`src/rtl/ps2_frame_rx_if.sv`:
```
//------------------------------------------------------------------------------
// Module   : ps2_frame_rx_if
// Brief    : PS/2 line inputs and decoded keycode/strobe outputs
// Revision : 1.0 - initial release
//------------------------------------------------------------------------------
`default_nettype none

interface ps2_frame_rx_if;
  logic        kclk;
  logic        kdata;
  logic [15:0] keycode;
  logic        oflag;
  logic        perr;
  logic        ferr;

  modport master (
    output kclk,
    output kdata,
    input  keycode,
    input  oflag,
    input  perr,
    input  ferr
  );

  modport slave (
    input  kclk,
    input  kdata,
    output keycode,
    output oflag,
    output perr,
    output ferr
  );
endinterface

`default_nettype wire

```
`src/rtl/ps2_frame_rx.sv`:
```
//------------------------------------------------------------------------------
// Module   : ps2_frame_rx
// Brief    : PS/2 device-to-host frame receiver with glitch filter, parity,
//            stop-bit and inter-bit timeout checking
// Revision : 1.0 - initial release
//------------------------------------------------------------------------------
`default_nettype none

module ps2_frame_rx #(
  parameter int FILTER_LEN     = 8,
  parameter int TIMEOUT_CYCLES = 100000
) (
  input  logic           clk,
  input  logic           rst_n,
  ps2_frame_rx_if.slave  ps2
);

  localparam int c_TCNT_W = $clog2(TIMEOUT_CYCLES + 1);

  typedef enum logic [1:0] {
    S_IDLE   = 2'd0,
    S_DATA   = 2'd1,
    S_PARITY = 2'd2,
    S_STOP   = 2'd3
  } state_t;

  logic [1:0] w_raw;
  logic [1:0] w_filt;
  logic       w_kclk;
  logic       w_kdata;
  logic       w_fall;
  logic       w_expire;

  assign w_raw = {ps2.kdata, ps2.kclk};

  // Channel 0 conditions kclk, channel 1 conditions kdata; both idle high.
  generate
    for (genvar g = 0; g < 2; g++) begin : g_cond
      logic       sync1_q;
      logic       sync2_q;
      logic       filt_q;
      logic [7:0] cnt_q;

      always_ff @(posedge clk or negedge rst_n) begin
        if (!rst_n) begin
          sync1_q <= 1'b1;
          sync2_q <= 1'b1;
          filt_q  <= 1'b1;
          cnt_q   <= 8'd0;
        end else begin
          sync1_q <= w_raw[g];
          sync2_q <= sync1_q;
          if (sync2_q == filt_q) begin
            cnt_q <= 8'd0;
          end else if (cnt_q == 8'(FILTER_LEN - 1)) begin
            filt_q <= ~filt_q;
            cnt_q  <= 8'd0;
          end else begin
            cnt_q <= cnt_q + 8'd1;
          end
        end
      end

      assign w_filt[g] = filt_q;
    end
  endgenerate

  assign w_kclk  = w_filt[0];
  assign w_kdata = w_filt[1];

  state_t                state_q,   state_d;
  logic                  kclk_prev_q;
  logic [2:0]            bitcnt_q,  bitcnt_d;
  logic [7:0]            shift_q,   shift_d;
  logic                  par_q,     par_d;
  logic [c_TCNT_W-1:0]   tcnt_q,    tcnt_d;
  logic [15:0]           keycode_q, keycode_d;
  logic                  oflag_q,   oflag_d;
  logic                  perr_q,    perr_d;
  logic                  ferr_q,    ferr_d;

  assign w_fall   = kclk_prev_q & ~w_kclk;
  // A falling edge on the expiry cycle wins, so expiry requires no edge.
  assign w_expire = (state_q != S_IDLE) && !w_fall &&
                    (tcnt_q == c_TCNT_W'(TIMEOUT_CYCLES - 1));

  always_ff @(posedge clk or negedge rst_n) begin
    if (!rst_n) begin
      state_q     <= S_IDLE;
      kclk_prev_q <= 1'b1;
      bitcnt_q    <= 3'd0;
      shift_q     <= 8'd0;
      par_q       <= 1'b0;
      tcnt_q      <= '0;
      keycode_q   <= 16'h0000;
      oflag_q     <= 1'b0;
      perr_q      <= 1'b0;
      ferr_q      <= 1'b0;
    end else begin
      state_q     <= state_d;
      kclk_prev_q <= w_kclk;
      bitcnt_q    <= bitcnt_d;
      shift_q     <= shift_d;
      par_q       <= par_d;
      tcnt_q      <= tcnt_d;
      keycode_q   <= keycode_d;
      oflag_q     <= oflag_d;
      perr_q      <= perr_d;
      ferr_q      <= ferr_d;
    end
  end

  always_comb begin
    state_d   = state_q;
    bitcnt_d  = bitcnt_q;
    shift_d   = shift_q;
    par_d     = par_q;
    keycode_d = keycode_q;
    oflag_d   = 1'b0;
    perr_d    = 1'b0;
    ferr_d    = 1'b0;

    if (w_fall || state_q == S_IDLE) begin
      tcnt_d = '0;
    end else begin
      tcnt_d = tcnt_q + c_TCNT_W'(1);
    end

    case (state_q)
      S_IDLE: begin
        if (w_fall && !w_kdata) begin
          state_d  = S_DATA;
          bitcnt_d = 3'd0;
          shift_d  = 8'd0;
        end
      end
      S_DATA: begin
        if (w_fall) begin
          shift_d  = {w_kdata, shift_q[7:1]};
          bitcnt_d = bitcnt_q + 3'd1;
          if (bitcnt_q == 3'd7) begin
            state_d = S_PARITY;
          end
        end
      end
      S_PARITY: begin
        if (w_fall) begin
          par_d   = w_kdata;
          state_d = S_STOP;
        end
      end
      S_STOP: begin
        if (w_fall) begin
          state_d = S_IDLE;
          if (!w_kdata) begin
            ferr_d = 1'b1;
          end else if (^{shift_q, par_q} != 1'b1) begin
            perr_d = 1'b1;
          end else begin
            oflag_d   = 1'b1;
            keycode_d = {keycode_q[7:0], shift_q};
          end
        end
      end
      default: begin
        state_d = S_IDLE;
      end
    endcase

    if (w_expire) begin
      state_d = S_IDLE;
      ferr_d  = 1'b1;
    end
  end

  assign ps2.keycode = keycode_q;
  assign ps2.oflag   = oflag_q;
  assign ps2.perr    = perr_q;
  assign ps2.ferr    = ferr_q;

endmodule

`default_nettype wire

```
`src/flat_wrapper.sv`:
```
// flat-port wrapper written by rule: the top's interface ports become plain ports
module ps2_frame_rx_flat 
#(
  parameter int FILTER_LEN     = 8,
  parameter int TIMEOUT_CYCLES = 100000
)
  (clk, rst_n, ps2_kclk, ps2_kdata, ps2_keycode, ps2_oflag, ps2_perr, ps2_ferr);
  ps2_frame_rx_if ps2_i ();
  input  logic clk;
  input  logic rst_n;
  input wire logic [$bits(ps2_i.kclk)-1:0] ps2_kclk;
  input wire logic [$bits(ps2_i.kdata)-1:0] ps2_kdata;
  output wire logic [$bits(ps2_i.keycode)-1:0] ps2_keycode;
  output wire logic [$bits(ps2_i.oflag)-1:0] ps2_oflag;
  output wire logic [$bits(ps2_i.perr)-1:0] ps2_perr;
  output wire logic [$bits(ps2_i.ferr)-1:0] ps2_ferr;
  assign ps2_i.kclk = ps2_kclk;
  assign ps2_i.kdata = ps2_kdata;
  assign ps2_keycode = ps2_i.keycode;
  assign ps2_oflag = ps2_i.oflag;
  assign ps2_perr = ps2_i.perr;
  assign ps2_ferr = ps2_i.ferr;
  ps2_frame_rx #(.FILTER_LEN(FILTER_LEN), .TIMEOUT_CYCLES(TIMEOUT_CYCLES)) u_core (.clk(clk), .rst_n(rst_n), .ps2(ps2_i));
endmodule
```
`config.mk`:
```
export PLATFORM = sky130hd
export DESIGN_NAME = ps2_frame_rx_flat
export DESIGN_NICKNAME = d
export VERILOG_FILES = /design/src/rtl/ps2_frame_rx_if.sv /design/src/rtl/ps2_frame_rx.sv /design/src/flat_wrapper.sv
export SDC_FILE = /design/constraint.sdc
export NUM_CORES = 1
export LEC_CHECK = 0
export BUFFER_PORTS_ARGS = -buffer_cell sky130_fd_sc_hd__buf_4
export CAP_MARGIN = 5
export CORE_MARGIN = 2
export CORE_UTILIZATION = 59
export DETAILED_ROUTE_END_ITERATION = 16
export GPL_TIMING_DRIVEN = 0
export PLACE_DENSITY = 0.78
export SYNTH_ARGS = -nofsm -noshare
export SYNTH_HDL_FRONTEND = slang
export SYNTH_SLANG_ARGS = --single-unit
```
`constraint.sdc`:
```
create_clock -name clk -period 2.35 [get_ports clk]
set_clock_uncertainty 0.2 [all_clocks]
set_input_delay 0.47 -clock clk [delete_from_list [all_inputs] [get_ports clk]]
set_output_delay 0.47 -clock clk [all_outputs]
set_load 0.02 [all_outputs]
```
# --- After elaboration in Yosys (flattened, before gate mapping) ---
# Index checks and enable logic that the tools add are counted.
totals:
  ff_bits: 73
  rom_bits: 0
  input_bits: 4
  latchBits: 0
  mem_bits_rw: 0
  memories: 0
classes:
  n_div: 0
  reduce_logical: 16
  addsub: 4
  n_lt_le_gt_ge: 0
  bitwise: 5
  eq_ne: 16
  multipliers: 0
  mux: 30
  n_shift: 0
op_table:
  columns: ["op", "n"]
  rows:
  - ["$mux W8", 6]
  - ["$add A17 B1 Y17 const B", 1]
  - ["$eq A17 B17 Y1 const B", 1]
  - ["$mux W17", 1]
  - ["$add A8 B1 Y8 const B", 2]
  - ["$eq A8 B3 Y1 const B", 2]
  - ["$pmux W8 S2", 1]
  - ["$mux W1", 12]
  - ["$mux W2", 6]
  - ["$ne A3 B1 Y1 const B", 4]
  - ["$reduce_xor A9 Y1", 1]
  - ["$pmux W2 S4", 1]
  - ["$mux W3", 2]
  - ["$pmux W3 S2", 1]
  - ["$reduce_and A2 Y1", 3]
  - ["$reduce_and A5 Y1", 1]
  - ["$eq A2 B2 Y1 const B", 2]
  - ["$not A1 Y1", 4]
  - ["$reduce_and A4 Y1", 1]
  - ["$reduce_bool A2 Y1", 2]
  - ["$add A3 B1 Y3 const B", 1]
  - ["$eq A3 B3 Y1 const B", 1]
  - ["$logic_and A1 B1 Y1", 3]
  - ["$ne A3 B2 Y1 const B", 1]
  - ["other kinds (9)", 11]

# --- Depth between registers and ports, before layout ---
# Gate-level depths: netlist of run 1.
depth:
  depth_word: 7
  depth_mapped: 8
  mapped_depth_nobuf: 7

# --- Worst setup path after synthesis of run 1 ---
# Ideal clock, no wire load.
synth_timing:
  kind: "reg-to-reg"
  start: "reg u_core.shift_q[4]"
  end: "reg u_core.keycode_q[10], in the netlist u_core.ps2.keycode[10]"
  arrival_ns: 1.778
  setup_slack_ns: 0.247
  required_time_ns: 2.025
  stages_incl_launch_ff: 8
  n_path_buf: 2
  synth_period_minus_slack_ns: 2.103
  setup_time_ns: 0.125
  path_cell_list: "dfrtp_1 > xnor2_1 > xnor3_1 > xnor2_1 > nand2b_1 > buf_6 > buf_12 > mux2_4"
synth_via:
  elab_chain_len: 2
synth_lines:
  columns: ["element", "line_no", "text"]
  rows:
  - ["start, declared", "ps2_frame_rx.sv:74", "logic [7:0] shift_q, shift_d;"]
  - ["start signal, assigned", "ps2_frame_rx.sv:103", "shift_q <= shift_d;"]
  - ["$reduce_xor A9 Y1", "ps2_frame_rx.sv:157", "end else if (^{shift_q, par_q} != 1'b1) begin"]
  - ["$reduce_and A4 Y1 (no source line)", null, null]
  - ["end signal, assigned", "ps2_frame_rx.sv:106", "keycode_q <= keycode_d;"]
  - ["end, declared", "ps2_frame_rx.sv:77", "logic [15:0] keycode_q, keycode_d;"]
# Every way passes these cells.
# A chain may end at the register's enable or synchronous reset.

# --- Final worst setup path of run 1 ---
layout_timing:
  start: "reg u_core.shift_q[4]"
  end: "reg u_core.keycode_q[8], in the netlist u_core.ps2.keycode[8]"
# Same word-level chain as after synthesis.

==> flow_metrics.py, run 1 <==
metrics = {
    "yosys": {
        "synth_cells": 294,
        "avgSynthCellArea_sq_um": 11.2,
        "yosysUniqueCellTypes": 36,
        "syn-num-nets": 308,
        "yosysWarningCount": 0,
        "ys_seq_elements": 73,
        "synthArstFlopShare_pct": 100,
        "syn-cell-area_sq_mm": 0.00330,
        "ys_seq_area_share_pct": 55.7,
        "synth_edf_count": 0,
        "synth-main-ff-cell": "dfrtp_1",
    },
    "place": {
        "placed_area_sq_mm": 0.00355,
        "dp_hpwl_mm": 3.58,
        "port_buffers": 22,
        "place.gp.congestion": 0.797,
    },
    "route": {
        "drc": 0,
        "vias": 2122,
        "first_pass_iters": 4,
        "drt_iter0_drc": 66,
        "vias_per_cell": 5.25,
        "drt_wl_total_mm": 5.31,
        "wire_per_inst_um": 13.1,
        "antenna_left": 0,
    },
    "clock_tree": {
        "cts_made_buffers": 9,
        "clockBufferDepth": 2,
        "cts_tree": "yes",
        "cts_root_buf": "clkbuf_8",
        "post_cts_buffers": 0,
        "clk_latency_ns": 0.34,
        "path_clk_slew_ns": 0.07,
        "ctsHoldBuffers": 0,
        "ctsResizeCount": 0,
        "clkSinkCount": 73,
        "h-tree-depth": 3,
    },
    "timing": {
        "slew_headroom_pct": 41.7,
        "fin_crit_sh_pct": 95.9,
        "finalSetupViolations": 0,
        "rsz0062_at_grt": "false",
        "max_freq_mhz": 444,
        "worst_pin_slew_ns": 0.875,
        "min_period_ns": 2.25,
        "fin_tns_setup_ns": 0,
        "slew_viol_final": 0,
        "hold_viol_final": 0,
    },
    "final_layout": {
        "fill_cells": 402,
        "nets": 341,
        "fin_area_sq_mm": 0.00373,
        "antenna_cells": 0,
        "seq_area_sq_mm": 0.00184,
        "drive_gt1_share_pct": 20.5,
        "multi_input_area_sq_mm": 0.00139,
        "syn2layout_area_growth_pct": 13.3,
    },
    "pwr": {
        "ir_worst_vdd_mv": 0.628,
        "power.leakage_nw": 1.80,
        "p_per_area_mw_per_mm2": 824,
        "power_mw": 3.08,
    },
    "worst_setup_path": {
        "rr_endpoint": "u_core.ps2.keycode[8]$_DFFE_PN0P_",
        "start_kind": "register",
        "path_max_fanout": 10,
        "required_ns": 2.37,
        "r2r_slack_ns": 0.1,
        "cp_data_arrival_time_ns": 2.27,
        "path_class": "reg -> reg",
        "critPathCaptureType": "register",
        "r2r.worst_path.cells": 7,
        "rr_startpoint": "u_core.shift_q[4]$_DFFE_PN0P_",
    },
    "min_path": {
        "min_from": "ps2_kdata",
        "hold_depth": 1,
        "hold_path.class": "in -> reg",
        "min_to": "u_core.g_cond[1].sync1_q$_DFF_PN1_",
    },
    "die": {
        "die_area_sq_mm": 0.00620,
        "dieWidth_um": 78.7,
        "dieHeight_um": 78.7,
        "rows": 27,
        "io_pins": 23,
        "initial_core_util_pct": 60.6,
        "coreArea_sq_mm": 0.00544,
    },
    "flow_run": {
        "maxCapViolCount": 0,
    },
    "status": {
        "status": "finished, final reports clean",
    },
    "grt": {
        "gr-total-overflow": 0,
        "grt_use_total_pct": 20.0,
        "grt_pass1_wl_mm": 9.60,
        "antenna_found_initial": 0,
        "grt_pass1_vias": 2172,
        "grt_start_max_net_pins": 74,
    },
}
## cell usage in the layout (no fill, tap or decap), drive strengths merged, types with 2 or more instances in the layout
cell type,synthesis,routed
clkbuf,6,19
o21ai,17,17
and4,2,2
dfrtp,66,66
or2,2,2
xor2,17,17
nand2b,5,5
nand3,16,16
and3,4,4
nand4,5,5
nand2,29,29
nor2b,2,2
nor3,6,6
dfstp,7,7
or3,2,2
nor2,38,38
a21oi,3,3
xnor2,16,16
mux2,17,17
inv,10,10
ha,10,10
clkinv,0,2
buf,2,24
a22o,2,2
## worst max-delay path by stage
stage                                       start                            endpoint  cells past startpoint
floorplan           u_core.shift_q[4]$_DFFE_PN0P_  u_core.ps2.keycode[10]$_DFFE_PN0P_                      7
detailed placement  u_core.state_q[0]$_DFFE_PN0P_       u_core.state_q[0]$_DFFE_PN0P_                      7
global placement    u_core.state_q[0]$_DFFE_PN0P_       u_core.state_q[0]$_DFFE_PN0P_                      7
CTS                 u_core.state_q[0]$_DFFE_PN0P_       u_core.state_q[0]$_DFFE_PN0P_                      7
finish              u_core.shift_q[4]$_DFFE_PN0P_   u_core.ps2.keycode[8]$_DFFE_PN0P_                      7
global route        u_core.shift_q[4]$_DFFE_PN0P_   u_core.ps2.keycode[8]$_DFFE_PN0P_                      7
## where the power goes
| part | internal [mW] | switching [mW] | total, mW |
|---|---|---|---|
| logic | 0.274 | 0.436 | 0.710 |
| clock network | 0.410 | 0.427 | 0.837 |
| registers | 1.40 | 0.125 | 1.53 |
| total | 2.09 | 0.988 | 3.08 |
## sequential cells by signal (all words and copies together) (netlist names)
| signal | count |
|---|---|
| u_core.state_q | 2 |
| u_core.ps2.ferr | 1 |
| u_core.par_q | 1 |
| u_core.ps2.perr | 1 |
| u_core.ps2.keycode | 16 |
| u_core.kclk_prev_q | 1 |
| u_core.g_cond.filt_q | 2 |
| u_core.g_cond.sync1_q | 2 |
| u_core.ps2.oflag | 1 |
| u_core.g_cond.sync2_q | 2 |
| u_core.tcnt_q | 17 |
| u_core.shift_q | 8 |
| u_core.bitcnt_q | 3 |
| u_core.g_cond.cnt_q | 16 |
## cells in the mapped netlist, types with 7 or more instances
| cell type | instances | area, sq um |
|---|---|---|
| nor2_1 | 38 | 143 |
| inv_1 | 10 | 37.5 |
| ha_1 | 10 | 125 |
| mux2_4 | 9 | 135 |
| mux2_2 | 8 | 90.1 |
| dfrtp_1 | 66 | 1650 |
| nand3_1 | 16 | 80.1 |
| xor2_1 | 17 | 149 |
| nand2_1 | 29 | 109 |
| xnor2_1 | 15 | 131 |
| o21ai_0 | 17 | 85.1 |
| dfstp_2 | 7 | 184 |
## final cells by class
type,instances,share of cell area (%)
clock inverter,3,0.469
multi-input combinational,203,37.1
clock buffer,13,3.99
timing repair buffer,22,4.42
tap,72,2.41
buffer,8,1.44
inverter,10,1.01
sequential,73,49.2
## stage by stage
stage	std cells	hold WS (ns)	util [%]	setup WS, ns
after global placement	388	0.146	65.3	0.111
after global routing	404	0.0213	68.6	0.00746
after CTS	404	0.0203	68.3	0.0328
after floorplan	294	-0.0256	-	0.247
final	404	0.0343	68.6	0.0974
after detailed placement	388	0.147	65.3	0.0429
## worst max-delay path, stage by stage, from the launching register on
cell and delay, ns:
dfrtp_1 0.41, xnor2_1 0.17, xnor3_1 0.46, xnor2_2 0.20, nand2b_1 0.09, buf_6 0.15
buf_12 0.15, mux2_4 0.29
## cells by family (layout without fill, tap and decap cells)
| family | after synthesis | in the layout | share of synthesized area, % |
|---|---|---|---|
| AOI/OAI and AO/OA | 26 | 26 | 4.48 |
| xor gates and xnor gates | 34 | 34 | 9.68 |
| adders and majority gates | 10 | 10 | 3.80 |
| buffers and inverters | 18 | 56 | 2.77 |
| DFF | 73 | 73 | 55.7 |
| muxes | 17 | 17 | 6.83 |
| and+or+nand+nor | 116 | 116 | 16.7 |
## layer usage
layer	track usage, %	vias up	share of wire (%)
li1	-	1052	-
met1	25.8	1036	47
met2	32.6	23	48
met3	4.09	11	2.6
met4	9.47	0	2.2
met5	0	-	0
Power figures use the tool's default switching activity.
==> run 2, diff against run 1 <==
--- a/config.mk
+++ b/config.mk
@@ -7,7 +7,7 @@
 export LEC_CHECK = 0
 export BUFFER_PORTS_ARGS = -buffer_cell sky130_fd_sc_hd__buf_4
 export CAP_MARGIN = 5
-export CORE_MARGIN = 2
+export CORE_MARGIN = 4
 export CORE_UTILIZATION = 59
 export DETAILED_ROUTE_END_ITERATION = 16
 export GPL_TIMING_DRIVEN = 0
==> run 2 against run 1 <==
Count of clock-buffer cells in the layout is 4 lower; critical path depth stayed put; register-to-register slack is essentially flat; critical path type unchanged.
==> flow_metrics.py, run 2 (synthesis results as in run 1) <==
metrics = {
    "clock_tree": {
        "clkSinkCount": 73,
        "cts_made_buffers": 9,
        "path_clk_slew_ns": 0.07,
        "clk_latency_ns": 0.35,
        "cts_root_buf": "clkbuf_8",
        "clockBufferDepth": 2,
        "cts_tree": "yes",
        "h-tree-depth": 3,
    },
    "place": {
        "dp_hpwl_mm": 3.52,
        "place.gp.congestion": 0.819,
        "placed_area_sq_mm": 0.00355,
        "port_buffers": 22,
        "numPlacedInstances": 386,
    },
    "route": {
        "vias_per_cell": 5.25,
        "wl_met2_mm": 2.63,
        "vias": 2140,
        "wire_per_inst_um": 13.0,
        "antenna_left": 0,
        "first_pass_iters": 4,
        "wl_met1_mm": 2.40,
        "drt_iter0_drc": 92,
        "drt_wl_total_mm": 5.31,
        "drc": 0,
        "highest_layer": "met4",
        "wl_met3_um": 191,
    },
    "grt": {
        "grt_start_max_net_pins": 74,
        "grt_pass1_wl_mm": 9.29,
        "grt_use_total_pct": 18.4,
        "gr-total-overflow": 0,
        "antenna_found_initial": 0,
        "grt_pass1_vias": 2081,
    },
    "timing": {
        "max_freq_mhz": 446,
        "hold_viol_final": 0,
        "rsz0062_at_grt": "true",
        "min_period_ns": 2.24,
        "hold_slack_ns": 0.0242,
        "slew_headroom_pct": 42.5,
        "finalSetupViolations": 0,
        "slew_viol_final": 0,
        "worst_pin_slew_ns": 0.862,
        "fin_tns_setup_ns": 0,
        "fin_crit_sh_pct": 95.4,
    },
    "min_path": {
        "hold_path.class": "in -> async",
    },
    "worst_setup_path": {
        "critPathCaptureType": "register",
        "cp_data_arrival_time_ns": 2.27,
        "start_kind": "register",
        "critPathBufInv": 2,
        "path_class": "reg -> reg",
        "path_delay_family": "XOR/XNOR gates",
        "path_max_fanout": 10,
        "max_stage_delay_ns": 0.45,
        "cp.depth": 7,
        "required_ns": 2.38,
        "r2r.worst_path.cells": 7,
        "crit_slowest_cell": "xnor3_1",
        "cp_cell_sequence": "xnor2_1 -> xnor3_1 -> xnor2_2 -> nand2b_1 -> buf_6 -> buf_12 -> mux2_4",
    },
    "final_layout": {
        "drive_gt1_share_pct": 22.5,
        "final_common_cell": "dfrtp_1",
        "largest_register_ffs": 17,
        "final_cell_mix": "dfrtp_1, nor2_1, nand2_1",
        "utilization_pct": 73.1,
        "regMostFlops": "u_core.tcnt_q",
        "syn2layout_area_growth_pct": 17.0,
        "fin_cells": 408,
        "antenna_cells": 0,
        "fin_area_sq_mm": 0.00385,
        "nets": 347,
    },
    "die": {
        "initial_core_util_pct": 62.5,
        "dieHeight_um": 82.7,
        "dieWidth_um": 82.7,
        "coreArea_sq_mm": 0.00527,
        "die_area_sq_mm": 0.00685,
        "rows": 26,
        "io_pins": 23,
    },
    "pwr": {
        "p_per_area_mw_per_mm2": 880,
        "ir_worst_vdd_mv": 0.663,
        "power.leakage_nw": 1.85,
    },
    "flow_run": {
        "maxCapViolCount": 0,
    },
    "status": {
        "status": "finished, final reports clean",
    },
}
-- run 2: layer usage --
metal / global-route usage (%) / vias to the layer above
li1: - / 1058
met1: 21.5 / 1051
met2: 30.5 / 23
met3: 5.86 / 8
met4: 8.82 / 0
met5: 0 / -
-- run 2: metrics by stage --
| step | total power [mW] | setup WS [ns] |
|---|---|---|
| 2_1_floorplan | 2.06 | 0.247 |
| 3_3_place_gp | 2.23 | 0.0820 |
| 3_5_place_dp | 2.25 | 0.101 |
| 4_1_cts | 3.42 | 0.0692 |
| 5_1_grt | 3.63 | -0.0235 |
| 6_report | 3.39 | 0.109 |
-- run 2: worst register-to-register path, stage by stage, from the launching register on --
cell,delay [ns]
dfrtp_1,0.43
xnor2_1,0.18
xnor3_1,0.45
xnor2_2,0.16
nand2b_1,0.10
buf_6,0.15
buf_12,0.15
mux2_4,0.31
-- run 2: worst paths after layout --
path | from | endpoint | slack [ns]
worst max-delay path | u_core.shift_q[1]$_DFFE_PN0P_ | u_core.ps2.keycode[7]$_DFFE_PN0P_ | 0.11
min in group clk | ps2_kdata | u_core.g_cond[1].sync1_q$_DFF_PN1_ | 0.03
worst max register to register | u_core.shift_q[1]$_DFFE_PN0P_ | u_core.ps2.keycode[7]$_DFFE_PN0P_ | 0.11
max in group asynchronous | rst_n | u_core.ps2.keycode[6]$_DFFE_PN0P_ | 1.35
worst min-delay path | rst_n | u_core.ps2.keycode[12]$_DFFE_PN0P_ | 0.02
worst min register to register | u_core.g_cond[1].sync1_q$_DFF_PN1_ | u_core.g_cond[1].sync2_q$_DFF_PN1_ | 0.16
-- run 2: report_power, final --
part	total, mW	switching [mW]	internal [mW]
combinational	0.712	0.437	0.275
sequential	1.52	0.120	1.40
clock	1.16	0.455	0.704
-- run 2: repair_timing --
item | 4_1_cts | 5_1_grt
hold buffers | 0 | 1
hold endpoints to repair | 0 | 1
setup buffers | 0 | 5
resized for setup | 0 | 2
setup endpoints to repair | 0 | 11
-- run 2: area by class of cell --
cell class | count | area [sq um]
buffer | 8 | 53.8
clock buffer | 9 | 124
clock inverter | 7 | 119
fill | 376 | 1420
inverter | 10 | 37.5
multi-input combinational | 203 | 1390
sequential | 73 | 1840
tap | 70 | 87.6
timing repair buffer | 28 | 213
==> run 3, diff against run 2 <==
--- a/config.mk
+++ b/config.mk
@@ -8,10 +8,11 @@
 export BUFFER_PORTS_ARGS = -buffer_cell sky130_fd_sc_hd__buf_4
 export CAP_MARGIN = 5
 export CORE_MARGIN = 4
-export CORE_UTILIZATION = 59
+export CORE_UTILIZATION = 64
 export DETAILED_ROUTE_END_ITERATION = 16
 export GPL_TIMING_DRIVEN = 0
-export PLACE_DENSITY = 0.78
+export PLACE_DENSITY = 0.84
+export RECOVER_POWER = 100
 export SYNTH_ARGS = -nofsm -noshare
 export SYNTH_HDL_FRONTEND = slang
 export SYNTH_SLANG_ARGS = --single-unit
==> constraint.sdc (replaced) <==
create_clock -name clk -period 2.8 [get_ports clk]
set_clock_uncertainty 0.2 [all_clocks]
set_input_delay 0.56 -clock clk [delete_from_list [all_inputs] [get_ports clk]]
set_output_delay 0.56 -clock clk [all_outputs]
set_load 0.02 [all_outputs]
==> run 3 against run 2 <==
The flow now finishes with violations (capacitance limit, slew limit); sequential power is 16% lower; non-clock buffer count shrank 6; first-iteration DRC count increased by 18%; routed wire length rose by 10%; clock power is 22% lower; count of clock-buffer cells in the layout increased by 6; maximum frequency is 6.6% lower; critical path depth unchanged; die area shrank 7.1%; setup slack gained 0.29 ns; combinational power down 17%.
==> flow_metrics.py, run 3 (synthesis results as in run 1) <==
metrics = {
    "status": {
        "status": "complete, but fails checks",
        "violations": "capacitance limit, slew limit",
    },
    "place": {
        "port_buffers": 22,
        "dp_hpwl_mm": 3.82,
        "place_ws_ns": 0.549,
        "place.gp.congestion": 0.855,
    },
    "worst_setup_path": {
        "start_kind": "register",
        "cp_cell_sequence": "xnor2_1 -> xnor3_1 -> xnor2_1 -> nand2b_1 -> buf_6 -> clkbuf_2 -> mux2_1",
        "r2r_slack_ns": 0.40,
        "cpMostUsedCell": "xnor2_1",
        "crit_slowest_cell": "dfrtp_1",
        "max_stage_delay_ns": 0.43,
        "cp_data_arrival_time_ns": 2.42,
        "path_class": "reg -> reg",
        "critPathCaptureType": "register",
        "path_max_fanout": 10,
        "required_ns": 2.82,
    },
    "grt": {
        "grt_pass1_wl_mm": 10.3,
        "grt_start_max_net_pins": 74,
        "grt_pass1_vias": 2221,
        "antenna_found_initial": 0,
        "gr-total-overflow": 0,
        "grt_use_total_pct": 21.2,
    },
    "clock_tree": {
        "post_cts_buffers": 0,
        "clockBufferDepth": 2,
        "cts_root_buf": "clkbuf_8",
        "cts_tree": "yes",
        "path_clk_slew_ns": 0.07,
        "clk_latency_ns": 0.34,
        "ctsResizeCount": 0,
        "h-tree-depth": 3,
        "cts_made_buffers": 9,
        "clkSinkCount": 73,
        "ctsHoldBuffers": 0,
    },
    "route": {
        "first_pass_iters": 4,
        "wire_per_inst_um": 14.6,
        "drt_iter0_drc": 109,
        "vias": 2174,
        "drt_wl_total_mm": 5.84,
        "antenna_left": 0,
        "drc": 0,
        "vias_per_cell": 5.45,
    },
    "timing": {
        "hold_viol_final": 0,
        "max_freq_mhz": 417,
        "setup_slack_ns": 0.401,
        "min_period_ns": 2.40,
        "fin_tns_setup_ns": 0,
        "worst_pin_slew_ns": 1.72,
        "rsz0062_at_grt": "false",
        "slew_viol_final": 74,
        "fin_crit_sh_pct": 85.7,
        "finalSetupViolations": 0,
        "slew_headroom_pct": -14.4,
        "hold_slack_ns": 0.128,
    },
    "pwr": {
        "power_mw": 2.78,
        "p_per_area_mw_per_mm2": 760,
        "power.leakage_nw": 1.70,
        "ir_worst_vdd_mv": 0.470,
    },
    "final_layout": {
        "regMostFlops": "u_core.tcnt_q",
        "multi_input_area_sq_mm": 0.00134,
        "fill_cells": 359,
        "final_common_cell": "dfrtp_1",
        "nets": 341,
        "syn2layout_area_growth_pct": 10.8,
        "seq_area_sq_mm": 0.00184,
        "antenna_cells": 0,
        "largest_register_ffs": 17,
        "drive_gt1_share_pct": 12.0,
        "final_cell_mix": "dfrtp_1, nor2_1, nand2_1",
    },
    "die": {
        "initial_core_util_pct": 68.0,
        "dieHeight_um": 79.8,
        "io_pins": 23,
        "coreArea_sq_mm": 0.00485,
        "dieWidth_um": 79.8,
        "rows": 25,
        "die_area_sq_mm": 0.00636,
    },
    "flow_run": {
        "maxCapViolCount": 1,
    },
    "min_path": {
        "hold_path.class": "in -> reg",
    },
}
-- run 3: cell types whose count changed in the layout (fill, tap and decap cells not counted), moves of 5 or more --
| cell | before | now |
|---|---|---|
| buf_4 | 27 | 0 |
| clkbuf_1 | 6 | 26 |
| mux2_1 | 0 | 8 |
| mux2_4 | 9 | 1 |
| clkbuf_8 | 9 | 14 |
-- run 3: cell type report --
| cell class | count | share of cell area, % |
|---|---|---|
| sequential | 73 | 50.3 |
| multi-input combinational | 203 | 36.7 |
| clock buffer | 15 | 5.38 |
| timing repair buffer | 22 | 2.50 |
| tap | 67 | 2.30 |
| buffer | 8 | 1.06 |
| inverter | 10 | 1.03 |
| clock inverter | 1 | 0.822 |
-- run 3: path summary, 6_finish.rpt --
check / startpoint / endpoint / cells past startpoint
min in group asynchronous: rst_n / u_core.shift_q[1]$_DFFE_PN0P_ / 1
worst max-delay path: u_core.shift_q[4]$_DFFE_PN0P_ / u_core.ps2.keycode[12]$_DFFE_PN0P_ / 7
worst min register to register: u_core.g_cond[0].sync1_q$_DFF_PN1_ / u_core.g_cond[0].sync2_q$_DFF_PN1_ / 0
worst max register to register: u_core.shift_q[4]$_DFFE_PN0P_ / u_core.ps2.keycode[12]$_DFFE_PN0P_ / 7
worst min-delay path: ps2_kclk / u_core.g_cond[0].sync1_q$_DFF_PN1_ / 1
max in group asynchronous: rst_n / u_core.tcnt_q[3]$_DFF_PN0_ / 1
-- run 3: layer usage --
layer  track usage, %  share of wire, %
met3             5.76               3.9
met4             8.78               1.7
met1             26.8                45
met2             34.4                49
met5                0                 0
-- run 3: critical path: cells and delay by family, from the launching register on --
kind	cells	cell delay, ns
xor+xnor	3	0.81
flops	1	0.43
buf+inv	2	0.38
mux	1	0.37
simple gates	1	0.10
-- run 3: power by group --
group          total, mW  internal (mW)  switching [mW]
logic              0.588          0.225           0.363
registers           1.28           1.17           0.109
clock network      0.906          0.535           0.371
-- run 3: stage by stage --
| step | cells | util [%] | cell area, sq um |
|---|---|---|---|
| 2_1_floorplan | 294 | - | 3300 |
| 3_3_place_gp | 383 | 73.1 | 3540 |
| 3_5_place_dp | 383 | 73.1 | 3540 |
| 4_1_cts | 399 | 77.8 | 3770 |
| 5_1_grt | 399 | 75.3 | 3650 |
| 6_report | 399 | 75.3 | 3650 |
